`src/rtl/aer_in_fifo.sv`:
```
// rtl/aer_in_fifo.sv - AER event input FIFO bridging an external 4-phase source to the core's AER input
// Optional 2-flop SRC_REQ synchronizer enabled by macro AER_IN_REQ_SYNC_EN.
module aer_in_fifo #(
  parameter int M     = 8,
  parameter int DEPTH = 8
) (
  input  logic                     CLK,
  input  logic                     RST,
  input  logic [2*M:0]             SRC_ADDR,
  input  logic                     SRC_REQ,
  output logic                     SRC_ACK,
  output logic [2*M:0]             AERIN_ADDR,
  output logic                     AERIN_REQ,
  input  logic                     AERIN_ACK,
  output logic                     FIFO_EMPTY,
  output logic                     FIFO_FULL,
  output logic [$clog2(DEPTH):0]   FIFO_COUNT
);

  localparam int AW = 2*M + 1;
  localparam int PW = $clog2(DEPTH);
  localparam logic [PW:0] FULL_CNT = (PW+1)'(DEPTH);

  typedef enum logic {I_IDLE, I_WAIT_LOW} in_state_t;
  typedef enum logic [1:0] {O_IDLE, O_WAIT_ACK, O_WAIT_ACK_LOW} out_state_t;

  logic [AW-1:0] mem [DEPTH];
  logic [PW-1:0] wr_ptr;
  logic [PW-1:0] rd_ptr;
  logic [PW:0]   count;
  logic          req_s;
  logic          push;
  logic          pop;
  in_state_t     in_state;
  out_state_t    out_state;

`ifdef AER_IN_REQ_SYNC_EN
  logic req_meta;
  logic req_sync;

  always_ff @(posedge CLK) begin
    if (RST) begin
      req_meta <= 1'b0;
      req_sync <= 1'b0;
    end else begin
      req_meta <= SRC_REQ;
      req_sync <= req_meta;
    end
  end

  assign req_s = req_sync;
`else
  assign req_s = SRC_REQ;
`endif

  assign FIFO_EMPTY = (count == '0);
  assign FIFO_FULL  = (count == FULL_CNT);
  assign FIFO_COUNT = count;

  // A full FIFO simply stalls the source handshake, so no write can overrun.
  assign push = (in_state == I_IDLE) && req_s && !FIFO_FULL;
  assign pop  = (out_state == O_WAIT_ACK) && AERIN_ACK;

  // Storage is deliberately left uncleared on reset.
  always_ff @(posedge CLK) begin
    if (push) begin
      mem[wr_ptr] <= SRC_ADDR;
    end
  end

  always_ff @(posedge CLK) begin
    if (RST) begin
      wr_ptr <= '0;
      rd_ptr <= '0;
      count  <= '0;
    end else begin
      if (push) wr_ptr <= wr_ptr + 1'b1;
      if (pop)  rd_ptr <= rd_ptr + 1'b1;
      case ({push, pop})
        2'b10:   count <= count + 1'b1;
        2'b01:   count <= count - 1'b1;
        default: count <= count;
      endcase
    end
  end

  always_ff @(posedge CLK) begin
    if (RST) begin
      in_state <= I_IDLE;
      SRC_ACK  <= 1'b0;
    end else begin
      case (in_state)
        I_IDLE: begin
          if (push) begin
            SRC_ACK  <= 1'b1;
            in_state <= I_WAIT_LOW;
          end
        end
        I_WAIT_LOW: begin
          if (!req_s) begin
            SRC_ACK  <= 1'b0;
            in_state <= I_IDLE;
          end
        end
        default: in_state <= I_IDLE;
      endcase
    end
  end

  // The head stays in the FIFO until acknowledged, so AERIN_ADDR holds while AERIN_REQ is high.
  always_ff @(posedge CLK) begin
    if (RST) begin
      out_state  <= O_IDLE;
      AERIN_REQ  <= 1'b0;
      AERIN_ADDR <= '0;
    end else begin
      case (out_state)
        O_IDLE: begin
          if (!FIFO_EMPTY && !AERIN_ACK) begin
            AERIN_ADDR <= mem[rd_ptr];
            AERIN_REQ  <= 1'b1;
            out_state  <= O_WAIT_ACK;
          end
        end
        O_WAIT_ACK: begin
          if (AERIN_ACK) begin
            AERIN_REQ <= 1'b0;
            out_state <= O_WAIT_ACK_LOW;
          end
        end
        O_WAIT_ACK_LOW: begin
          if (!AERIN_ACK) begin
            out_state <= O_IDLE;
          end
        end
        default: out_state <= O_IDLE;
      endcase
    end
  end

endmodule
```
`config.mk`:
```
export PLATFORM = sky130hd
export DESIGN_NAME = aer_in_fifo
export DESIGN_NICKNAME = d
export VERILOG_FILES = /design/src/rtl/aer_in_fifo.sv
export SDC_FILE = /design/constraint.sdc
export NUM_CORES = 1
export LEC_CHECK = 0
export CAP_MARGIN = 30
export CORE_MARGIN = 4
export CORE_UTILIZATION = 34
export CTS_CLUSTER_SIZE = 20
export DETAILED_ROUTE_END_ITERATION = 8
export GPL_TIMING_DRIVEN = 0
export PLACE_DENSITY = 0.53
export SETUP_SLACK_MARGIN = 0.2
export SKIP_CTS_REPAIR_TIMING = 1
export SLEW_MARGIN = 20
export SYNTH_ARGS = -nofsm -noshare
export SYNTH_HDL_FRONTEND = slang
export SYNTH_SLANG_ARGS = --single-unit
```
`constraint.sdc`:
```
create_clock -name CLK -period 6.5 [get_ports CLK]
set_input_delay 1.3 -clock CLK [delete_from_list [all_inputs] [get_ports CLK]]
set_output_delay 1.3 -clock CLK [all_outputs]
set_load 0.005 [all_outputs]
```
==> impl_metrics.toml, run 1 <==
[status]
status = "complete, no violations"

[grt]
track_usage_pct = 13.0
grt_use_met1_pct = 16.4
antenna_found_initial = 0
grt_pass1_vias = 3397
gr-usage-met3_pct = 3.09
grt_overflow = 0
grt_use_met2_pct = 21.5
grt_max_degree = 18
grt_first_pass_wirelength_um = 20200
busiest_layer = "met2"

[logic_synthesis]
synth_area_leaders = "edfxtp_1 (64%), mux4_2 (12%), dfxtp_1 (10%), a221o_1 (2.7%), nor2b_1 (1.8%)"
ys_seq_area_share_pct = 74.0
synth_edf_count = 136
ys_ff_latch = 168
avgSynthCellArea_um2 = 19.5
ys_types = 38
ys.flop_type = "edfxtp_1"
synth_top_area_share_pct = 63.9
synth_most_common_cell = "edfxtp_1"
synth_nets = 354
yosysWarnings = 0
async_flop_share_pct = 0
ys_top_cells_by_count = "edfxtp_1 (136), mux4_2 (34), dfxtp_1 (32)"
yosysTopAreaCell = "edfxtp_1"
synth.cell_area_um2 = 6390
synthCells = 328

[setup_path]
cp.arrival_ns = 2.20
path_max_fanout = 8
crit_slowest_cell = "or4b_2"
setup.worst_path.class = "flip-flop to primary output"
crit_chain = "buf_6, or4b_2, inv_1, clkdlybuf4s50_1"
start_kind = "flip-flop"
regToRegSetupSlack_ns = 3.84
reg2reg_depth = 10
endpoint_kind = "primary output"
critPathMaxStageDelay_ns = 0.72
rr_endpoint = "FIFO_COUNT[2]"
required_ns = 5.20
timing.rr.start = "FIFO_COUNT[1]"

[timing]
setup_viol = 0
slew_headroom_pct = 38.6
worst_pin_slew_ns = 0.922
finalMaxSlewViolations = 0
hold_viol_final = 0
max_freq_ghz = 0.286
setup-tns-final_ns = 0
rsz0062_at_grt = "no"
finalClockSkew_ns = 0.00826
finalCriticalPeriod_ns = 3.50
post-route-period-util_pct = 53.8
hold-worst-slack_ns = 0.478

[place]
placement.io_buffers = 44
gp_congestion = 0.665
dpl.hpwl_um = 8140
dp.cells = 605

[detailed_routing]
wl_per_cell_um = 20.6
vias = 3219
wirelength_um = 13100
antenna_left = 0
drcViolationCount = 0
via_per_inst = 5.05
drt-initial-drc-count = 180
first_pass_iters = 4

[power_and_ir_drop]
peakVddDrop_mv = 0.158
powerDensity_nw_per_um2 = 301
finalPower_mw = 2.34
p_leak_nw = 2.47

[clocking]
cts_root_buf = "clkbuf_16"
htreeDepth = 4
clk_latency_ns = 0.43
path_clk_slew_ns = 0.06
clock_sinks = 168
clk_path_buf_depth = 2
cts_tree = "built"
numCtsBuffers = 17

[floorplan]
die_w_um = 145
core_um2 = 18200
top_level_ports = 46
dieArea_um2 = 21000
fp-row-count = 49
die_y_um = 145
initial_utilization_pct = 35.1

[layout]
drive_gt1_share_pct = 23.3
fin_util_pct = 42.6
antennaDiodeCount = 0
area_growth_pct = 21.5
fin_nets = 421
fin_cells = 637

[hold_path]
min-delay-start = "SRC_ACK"
hold_class = "flip-flop to flip-flop"
hold_end = "SRC_ACK"
worstHoldPathCells = 2

[job]
drv_cap = 0
-- flip-flops by register name (all words and copies together), names as in the netlist --
register    count
AERIN_REQ       1
SRC_ACK         1
mem           136
in_state        1
FIFO_COUNT      4
rd_ptr          3
out_state       2
wr_ptr          3
AERIN_ADDR     17
-- worst max-delay path, delay by kind of cell (launching register included) --
family	cells	cell delay [ns]
buf+inv	3	0.74
flops	1	0.32
simple gates	1	0.72
-- power by group --
part / total, mW / switching, mW / internal (mW) / leakage [nW]
combinational: 0.178 / 0.0844 / 0.0933 / 0.719
clock: 0.946 / 0.414 / 0.532 / 0.262
sequential: 1.21 / 0.0173 / 1.19 / 1.49
-- worst max-delay path by stage --
stage,depth (start not counted),slack (ns),to,startpoint
finish,4,3.00,FIFO_FULL,FIFO_COUNT[1]
global route,3,2.93,FIFO_FULL,FIFO_COUNT[0]
CTS,4,2.98,FIFO_FULL,FIFO_COUNT[1]
detailed placement,6,2.75,mem[0][12],SRC_REQ
global placement,4,1.15,mem[0][5],SRC_REQ
floorplan,3,3.14,mem[0][0],SRC_REQ
-- cell families after synthesis --
| kind of cell | Yosys count | share of synthesized area (%) |
|---|---|---|
| flip-flops | 168 | 74.0 |
| AND/OR/NAND/NOR | 64 | 6.23 |
| multiplexers | 36 | 12.3 |
| AO/OA/AOI/OAI | 29 | 3.66 |
| buffers and inverters | 19 | 1.88 |
| XOR/XNOR | 7 | 0.960 |
| adder cells (fa/ha/maj) | 5 | 0.980 |
-- layout make-up --
| type | count | area (um^2) |
|---|---|---|
| clock buffer | 19 | 433 |
| buffer | 15 | 105 |
| inverter | 4 | 15.0 |
| multi-input combinational | 141 | 1600 |
| tap | 229 | 287 |
| clock inverter | 13 | 125 |
| sequential | 168 | 4720 |
| timing repair buffer | 48 | 470 |
| fill | 1573 | 10500 |
-- layer usage --
layer | vias up | wire (um)
li1 | 1462 | -
met1 | 1663 | 5870
met2 | 74 | 6510
met3 | 20 | 455
met4 | 0 | 281
met5 | - | 0
-- cell usage in the layout (no fill, tap or decap), drive strengths merged, types with 3 or more instances in the layout --
| cell type | synthesis | routed |
|---|---|---|
| a21oi | 7 | 7 |
| a221o | 17 | 17 |
| buf | 10 | 14 |
| clkbuf | 5 | 24 |
| clkdlybuf4s50 | 0 | 44 |
| clkinv | 0 | 5 |
| clkinvlp | 0 | 4 |
| dfxtp | 32 | 32 |
| edfxtp | 136 | 136 |
| ha | 5 | 5 |
| inv | 4 | 7 |
| mux4 | 34 | 34 |
| nand2 | 7 | 7 |
| nand2b | 3 | 3 |
| nand3 | 3 | 3 |
| nor2 | 17 | 17 |
| nor2b | 18 | 18 |
| nor4 | 3 | 3 |
| o21ai | 4 | 4 |
| xor2 | 5 | 5 |
-- through the flow --
stage	setup WS, ns	cell area (um^2)
floorplan	3.14	6390
global placement	1.15	7110
detailed placement	2.75	7200
CTS	2.98	7760
global route	2.93	7760
finish	3.00	7760
(Power assumes the default switching activity.)
==> run 2, diff against run 1 <==
==> constraint.sdc (replaced) <==
create_clock -name CLK -period 3.5 [get_ports CLK]
set_input_delay 0.7 -clock CLK [delete_from_list [all_inputs] [get_ports CLK]]
set_output_delay 0.7 -clock CLK [all_outputs]
set_load 0.005 [all_outputs]
==> results of run 2 <==
Same layout as run 1 (identical final DEF). Status: complete, no violations.
Among the figures that moved: setup slack after placement 2.75 ns -> 0.345 ns; setup slack after layout 3.00 ns -> 0.604 ns; register-to-register setup slack 3.84 ns -> 0.84 ns; total power 2.34 mW -> 4.34 mW; worst IR drop on VDD 0.158 mV -> 0.294 mV
==> run 3, diff against run 2 <==
--- a/config.mk
+++ b/config.mk
@@ -11,7 +11,7 @@
 export CTS_CLUSTER_SIZE = 20
 export DETAILED_ROUTE_END_ITERATION = 8
 export GPL_TIMING_DRIVEN = 0
-export PLACE_DENSITY = 0.53
+export PLACE_DENSITY = 0.55
 export SETUP_SLACK_MARGIN = 0.2
 export SKIP_CTS_REPAIR_TIMING = 1
 export SLEW_MARGIN = 20
==> constraint.sdc (replaced) <==
create_clock -name CLK -period 2.59 [get_ports CLK]
set_input_delay 0.518 -clock CLK [delete_from_list [all_inputs] [get_ports CLK]]
set_output_delay 0.518 -clock CLK [all_outputs]
set_load 0.005 [all_outputs]
==> impl_metrics.toml, run 3 (same netlist as run 1, synthesis figures left out) <==
[detailed_routing]
drt-initial-drc-count = 153
wirelength_um = 13000
wl_per_cell_um = 20.1
first_pass_iters = 4
drcViolationCount = 0
vias = 3214
antenna_left = 0
via_per_inst = 5.00

[layout]
largest_register_ffs = 136
fin_cells = 643
final_common_cell = "edfxtp_1"
antennaDiodeCount = 0
top_register = "mem"
drive_gt1_share_pct = 26.1
fin_nets = 427
area_growth_pct = 23.3
layout_common_cells = "edfxtp_1 (136), clkdlybuf4s50_1 (43), mux4_2 (34)"

[status]
status = "complete, no violations"

[timing]
post-route-period-util_pct = 96.3
setup_viol = 0
finalCriticalPeriod_ns = 2.50
hold-worst-slack_ns = 0.435
finalClockSkew_ns = 0.00675
rsz0062_at_grt = "yes"
slew_headroom_pct = 39.5
max_freq_ghz = 0.401
finalMaxSlewViolations = 0
hold_viol_final = 0
worst_pin_slew_ns = 0.908
final.setup.worst_slack_ns = 0.0947

[power_and_ir_drop]
powerDensity_nw_per_um2 = 750
seqPwrFrac_pct = 51.5
netSwitchingFraction_pct = 21.3
p_leak_nw = 2.52
comb_power_share_pct = 7.9
p_switching_mw = 1.26
finalPower_mw = 5.91
p_int_mw = 4.65
power.share.clock_pct = 40.6
peakVddDrop_mv = 0.457

[setup_path]
cpLargestDelayFamily = "simple AND/OR/NAND/NOR gates"
required_ns = 2.07
start_kind = "flip-flop"
cp_num_buf_inv = 2
critPathMaxStageDelay_ns = 0.60
crit_slowest_cell = "or4b_4"
crit_chain = "or4b_4, inv_2, clkdlybuf4s50_1"
endpoint_kind = "primary output"
cp.arrival_ns = 1.98
setup.worst_path.class = "flip-flop to primary output"
path_max_fanout = 7

[clocking]
path_clk_slew_ns = 0.06
htreeDepth = 4
cts_root_buf = "clkbuf_16"
clk_latency_ns = 0.42
cts_tree = "built"
clk_path_buf_depth = 2
clock_sinks = 168
numCtsBuffers = 17

[job]
drv_cap = 0

[grt]
grt_overflow = 0
grt_first_pass_wirelength_um = 20100
track_usage_pct = 12.8
antenna_found_initial = 0
grt_pass1_vias = 3441
grt_max_degree = 18

[floorplan]
dieArea_um2 = 21000
die_w_um = 145
top_level_ports = 46
initial_utilization_pct = 35.1
core_um2 = 18200
die_y_um = 145
fp-row-count = 49

[place]
preCtsSetupSlack_ns = -0.231
placement.io_buffers = 44
dpl.hpwl_um = 8220
dp.cells = 606
gp_congestion = 0.700

[hold_path]
hold_class = "input port to flip-flop"
## run 3: metrics by stage
step | TNS [ns] | utilization [%] | instance area [um^2]
after detailed placement | -6.67 | 39.8 | 7250
after global placement | -108.53 | 39.2 | 7140
after global routing | 0 | 43.3 | 7880
after CTS | 0 | 42.9 | 7810
final | 0 | 43.3 | 7880
after floorplan | 0 | - | 6410
## run 3: power by group through the flow
stage               clock (mW)  sequential, mW  combinational (mW)
detailed placement           0            3.10               0.459
CTS                       2.46            3.04               0.460
floorplan                    0            3.09               0.237
finish                    2.40            3.04               0.466
global route              2.57            3.05               0.508
global placement             0            3.10               0.438
## run 3: final timing paths
kind | to | cells after the start | slack, ns | start
max | FIFO_FULL | 3 | 0.09 | FIFO_COUNT[0]
min | SRC_ACK | 2 | 0.44 | RST
max reg2reg | FIFO_COUNT[3] | 8 | 0.24 | FIFO_COUNT[0]
min reg2reg | AERIN_ADDR[15] | 1 | 0.48 | AERIN_ADDR[15]
## run 3: cell type report
cell class / instances / area, um^2
plain buffers: 15 / 106
clock inverters: 14 / 134
fillers: 1567 / 10300
inverters: 4 / 17.5
multi-input cells: 141 / 1630
clock buffers: 18 / 429
flip-flops and latches: 168 / 4730
well taps: 229 / 287
repair buffers: 54 / 548
## run 3: routing by layer
metal	vias up	GRT usage, %	part of all wire [%]
met2	55	21.5	52
met5	-	0	0
li1	1475	-	-
met1	1676	16.3	44
met3	8	3.40	2.9
met4	0	3.94	0.98
